**config.mk**
```make
export PLATFORM = sky130hd
export DESIGN_NAME = dsp_nco_phase_acc
export DESIGN_NICKNAME = d
export VERILOG_FILES = /design/src/rtl/dsp_nco_phase_acc.sv
export SDC_FILE = /design/constraint.sdc
export NUM_CORES = 1
export LEC_CHECK = 0
export ABC_AREA = 1
export CELL_PAD_IN_SITES_DETAIL_PLACEMENT = 1
export CELL_PAD_IN_SITES_GLOBAL_PLACEMENT = 1
export CORE_ASPECT_RATIO = 2
export CORE_MARGIN = 2
export CORE_UTILIZATION = 47
export DETAILED_ROUTE_END_ITERATION = 8
export DONT_BUFFER_PORTS = 1
export MAX_ROUTING_LAYER = met4
export PLACE_DENSITY_LB_ADDON = 0.1
export SYNTH_ARGS = -nofsm -noshare
export SYNTH_HDL_FRONTEND = slang
export SYNTH_SLANG_ARGS = --single-unit
```
**constraint.sdc**
```tcl
create_clock -name clk -period 4.9 [get_ports clk]
set_clock_uncertainty 0.05 [all_clocks]
set_input_delay 0.245 -clock clk [delete_from_list [all_inputs] [get_ports clk]]
set_output_delay 0.245 -clock clk [all_outputs]
set_load 0.05 [all_outputs]
```
**src/rtl/dsp_nco_phase_acc.sv**
```systemverilog
// NCO phase accumulator feeding the quarter-wave sine ROM address port.
// Holds the tuning and offset words, advances the phase on enabled cycles,
// and optionally sweeps the tuning word linearly toward an end value.
//
// state    | meaning
// ---------+-----------------------------------------------------------
// ST_FIX   | fixed tuning word, no sweep activity
// ST_SWEEP | tuning word steps by step_a each enabled cycle toward end_a
// ST_HOLD  | sweep finished, tuning word parked at end_a
module dsp_nco_phase_acc #(
    parameter int PHASE_WIDTH = 32,
    parameter int ADDR_WIDTH  = 12
) (
    input  logic                   clk,
    input  logic                   rst_n,
    input  logic                   en,
    input  logic                   phase_clr,
    input  logic                   cfg_load,
    input  logic                   cfg_mode,
    input  logic [PHASE_WIDTH-1:0] cfg_ftw,
    input  logic [PHASE_WIDTH-1:0] cfg_ftw_end,
    input  logic [PHASE_WIDTH-1:0] cfg_step,
    input  logic [PHASE_WIDTH-1:0] cfg_pow,
    output logic [ADDR_WIDTH-1:0]  addr,
    output logic                   addr_vld,
    output logic                   busy,
    output logic                   sweep_done
);

    localparam logic [1:0] ST_FIX   = 2'd0;
    localparam logic [1:0] ST_SWEEP = 2'd1;
    localparam logic [1:0] ST_HOLD  = 2'd2;

    logic [PHASE_WIDTH-1:0] acc;
    logic [PHASE_WIDTH-1:0] ftw_cur;
    logic [PHASE_WIDTH-1:0] pow_a;
    logic [PHASE_WIDTH-1:0] step_a;
    logic [PHASE_WIDTH-1:0] end_a;
    logic                   dir;
    logic [1:0]             state;

    logic [PHASE_WIDTH-1:0] phase_sum;
    logic [ADDR_WIDTH-1:0]  addr_nxt;
    logic [PHASE_WIDTH:0]   sweep_nxt;
    logic                   sweep_reached;
    logic                   cfg_immediate;
    logic                   adv;

    // Phase address and next sweep tuning word; the extra sweep bit catches
    // overshoot past either end of the range instead of letting it wrap.
    always_comb begin
        phase_sum = acc + pow_a;
        addr_nxt  = ADDR_WIDTH'(phase_sum >> (PHASE_WIDTH - ADDR_WIDTH));
        if (dir) begin
            sweep_nxt     = {1'b0, ftw_cur} - {1'b0, step_a};
            sweep_reached = sweep_nxt[PHASE_WIDTH] ||
                            (sweep_nxt[PHASE_WIDTH-1:0] <= end_a);
        end else begin
            sweep_nxt     = {1'b0, ftw_cur} + {1'b0, step_a};
            sweep_reached = (sweep_nxt >= {1'b0, end_a});
        end
    end

    assign cfg_immediate = (cfg_step == '0) || (cfg_ftw == cfg_ftw_end);
    assign adv           = en && !phase_clr;
    assign busy          = (state == ST_SWEEP);

    // Accumulator and registered address output; clear wins over enable.
    always_ff @(posedge clk or negedge rst_n) begin
        if (!rst_n) begin
            acc      <= '0;
            addr     <= '0;
            addr_vld <= 1'b0;
        end else begin
            addr_vld <= adv;
            if (phase_clr) begin
                acc <= '0;
            end else if (en) begin
                acc  <= acc + ftw_cur;
                addr <= addr_nxt;
            end
        end
    end

    // Configuration capture and sweep sequencing; a load always restarts.
    always_ff @(posedge clk or negedge rst_n) begin
        if (!rst_n) begin
            ftw_cur    <= '0;
            pow_a      <= '0;
            step_a     <= '0;
            end_a      <= '0;
            dir        <= 1'b0;
            state      <= ST_FIX;
            sweep_done <= 1'b0;
        end else begin
            sweep_done <= 1'b0;
            if (cfg_load) begin
                pow_a  <= cfg_pow;
                step_a <= cfg_step;
                end_a  <= cfg_ftw_end;
                dir    <= (cfg_ftw_end < cfg_ftw);
                if (!cfg_mode) begin
                    ftw_cur <= cfg_ftw;
                    state   <= ST_FIX;
                end else if (cfg_immediate) begin
                    ftw_cur    <= cfg_ftw_end;
                    state      <= ST_HOLD;
                    sweep_done <= 1'b1;
                end else begin
                    ftw_cur <= cfg_ftw;
                    state   <= ST_SWEEP;
                end
            end else if (state == ST_SWEEP && adv) begin
                if (sweep_reached) begin
                    ftw_cur    <= end_a;
                    state      <= ST_HOLD;
                    sweep_done <= 1'b1;
                end else begin
                    ftw_cur <= sweep_nxt[PHASE_WIDTH-1:0];
                end
            end
        end
    end

endmodule

```
==> impl_metrics.env <==
export IMPL_synth_mux_area_frac=0
export IMPL_htreeDepth=4
export IMPL_hold_viol_final=0
export IMPL_endpoint_kind="register"
export IMPL_ir_drop_mv=0.2782
export IMPL_ctsLongestPathBuffers=2
export IMPL_dp_slack_ps=105.8
export IMPL_netlist_area_sq_um=17030
export IMPL_initial_core_util=0.4772
export IMPL_rsz0062_at_grt="no"
export IMPL_synth_adder_area_share=0.1659
export IMPL_pin_count=149
export IMPL_final_cell_mix="nand2_1, inv_1, a21oi_1, nor2_1, ha_1"
export IMPL_clk_latency_ps=470
export IMPL_dr_total_vias=18009
export IMPL_ctsRootBufferMaster="clkbuf_16"
export IMPL_die_h_microns=273.2
export IMPL_rows=98
export IMPL_multiInputGateArea_sq_um=11200
export IMPL_viasPerCell=5.843
export IMPL_core_area_sq_um=35680
export IMPL_fin_ws_ps=218.0
export IMPL_cp_required_ps=5230
export IMPL_nets=2977
export IMPL_synth_simple_gate_area_share=0.2829
export IMPL_syn_inst=2535
export IMPL_gp_congestion=0.9734
export IMPL_synth_compound_area_frac=0.1739
export IMPL_cp_top_family="compound AO/OA/AOI/OAI gates"
export IMPL_critPathBufInv=3
export IMPL_grt_overflow=0
export IMPL_finalInstanceArea_sq_um=19280
export IMPL_grt_pass1_wl_mm=108.1
export IMPL_synth_seq_area_share=0.2601
export IMPL_ys_ff_latch=177
export IMPL_p_total_w=0.01078
export IMPL_clkTransAtPathRegs_ps=90
export IMPL_slowest_delay_ps=470
export IMPL_grt_pass1_vias=20232
export IMPL_path_class="register to register"
export IMPL_dr_pass1_iters=5
export IMPL_crit_fanout=20
export IMPL_relSlewSlack=0.1036
export IMPL_p_leak_nw=9.879
export IMPL_synthArstFlopShare=1.000
export IMPL_r2r_start="step_a[14]"
export IMPL_dp_hpwl_mm=53.32
export IMPL_worstMarginPinSlew_ps=1345
export IMPL_ant_nets=0
export IMPL_fillers=4681
export IMPL_max_freq_mhz=213.6
export IMPL_drive_gt1_frac=0.04407
export IMPL_drc=0
export IMPL_syn_nets=2893
export IMPL_track_usage=0.3777
export IMPL_dp_cells=2939
export IMPL_min_period_over_period=0.9555
export IMPL_cts_buffers=17
export IMPL_yosys_warnings=0
export IMPL_postPlaceCellArea_sq_um=17480
export IMPL_synth_xor_area_frac=0.03189
export IMPL_synthFlopType="dfrtp_1"
export IMPL_wl_per_cell_microns=22.54
export IMPL_regArea_sq_um=4432
export IMPL_cellPowerDensity_nw_per_um2=559.3
export IMPL_area_growth_pct=13.22
export IMPL_io_buffer_count=0
export IMPL_yosysUniqueCellTypes=56
export IMPL_cp_cell_sequence="inv_1 -> ha_1 -> a21oi_1 -> o21ai_0 -> a21oi_1 -> nand3_1 -> inv_1 -> o21ai_1 -> or2_2 -> and2_1 -> ha_1 -> a21oi_1 -> o21a_1 -> o211ai_1 -> a21oi_1 -> nand2_1 -> nand3_4 -> nand2_8 -> buf_4 -> nand3_1 -> a21oi_1"
export IMPL_syn_area_per_cell_sq_um=6.717
export IMPL_final_cells=3082
export IMPL_maxSlewViolCount=0
export IMPL_cts_tree="built"
export IMPL_grt_max_degree=178
export IMPL_antenna_found_initial=0
export IMPL_cp_start_kind="register"
export IMPL_fin_crit_ps=4682
export IMPL_dieArea_sq_um=37860
export IMPL_diodes=0
export IMPL_drt_total_wl_mm=69.46
export IMPL_startpoint="step_a[14]"
export IMPL_cpMaxStageDelayCell="a21oi_1"
export IMPL_cpMostUsedCell="a21oi_1"
export IMPL_synth_edf_count=0
export IMPL_synth_top_family_by_area="simple AND/OR/NAND/NOR gates"
export IMPL_min_from="cfg_load"
export IMPL_min_path_type="input port to register"
export IMPL_worstPathArrival_ps=5010
export IMPL_status="finished clean"
export IMPL_setup_viol=0
export IMPL_maxCapViolCount=0
export IMPL_clock_sinks=177
export IMPL_drtIter0Drc=713
export IMPL_layout_commonest_cell="nand2_1"
export IMPL_setup_tns_ps=0
export IMPL_die_width_microns=138.6
-- metrics by stage --
stage | hold slack, ps | util
finish | 11.19 | 0.5403
global placement | -96.76 | 0.4898
detailed placement | -96.85 | 0.4898
CTS | 1.448 | 0.5385
global route | 34.43 | 0.5403
floorplan | -100.6 | -
-- layer usage --
metal	wire length (microns)	up-vias	global-route usage
li1	-	8539	-
met1	24700	8762	0.3624
met2	37810	480	0.7194
met3	1940	228	0.03534
met4	5020	0	0.2363
met5	0	-	-
-- cell families (layout without fill, tap and decap cells) --
kind of cell | count (synthesis) | after routing
compound gates | 536 | 536
xor+xnor | 62 | 62
fa+ha+maj | 224 | 224
buf+inv | 367 | 464
flops | 177 | 177
simple gates | 1169 | 1169
-- final cells by class --
type,count,area share
well taps,450,0.02920
repair buffers,146,0.07333
multi-input cells,1991,0.5810
clock inverters,14,0.008696
flip-flops and latches,177,0.2299
clock buffers,18,0.02226
inverters,286,0.05568
-- worst register-to-register path: cells and delay by family (launching register included) --
kind            cells  cell delay [ps]
compound gates      9             1740
fa+ha+maj           2              650
buf+inv             3              460
flops               1              390
simple gates        7             1300
-- cell usage after synthesis, types with 11 or more instances --
master    instances  area share
nand2_1         705        0.16
inv_1           277       0.061
a21oi_1         239       0.070
nor2_1          230       0.051
ha_1            221        0.16
dfrtp_1         177        0.26
o21ai_0         174       0.051
nand3_1         124       0.036
xor2_1           49       0.025
clkbuf_1         37      0.0082
nor3_1           28      0.0082
nand4_1          25      0.0092
buf_2            24      0.0071
a31oi_1          23      0.0084
nor4_1           18      0.0066
a21o_1           14      0.0062
o21ai_1          14      0.0041
xnor2_1          13      0.0067
o21a_1           12      0.0053
and2_1           11      0.0040
buf_1            11      0.0024
o211ai_1         11      0.0048
-- what timing repair did --
| item | in CTS | in global routing |
|---|---|---|
| resized for setup | 1 | 13 |
| hold buffers | 110 | 0 |
| hold endpoints to repair | 290 | 0 |
| endpoints found under the setup margin | 7 | 35 |
| gates cloned | 0 | 0 |
| setup buffers | 0 | 1 |
| pin swaps | 0 | 1 |
-- where the power goes --
part,total [W],switching (W),internal (W)
combinational,0.00701,0.00469,0.00232
sequential,0.00229,0.000530,0.00176
clock,0.00148,0.000748,0.000730
total,0.0108,0.00597,0.00481
-- final timing paths --
check                           cells past startpoint  slack (ps)           to
min in group asynchronous                           2         260     pow_a[7]
worst min-delay path                                5          10  ftw_cur[26]
worst min register to register                      2         440     pow_a[0]
worst max register to register                     21         220  ftw_cur[22]
max in group asynchronous                           2        3280   ftw_cur[1]
worst max-delay path                               21         220  ftw_cur[22]
-- registers in the layout, indices dropped and copies added, names as in the netlist --
name / flops
acc: 32
addr: 12
addr_vld: 1
dir: 1
end_a: 32
ftw_cur: 32
pow_a: 32
state: 2
step_a: 32
sweep_done: 1
(Power assumes the default switching activity.)
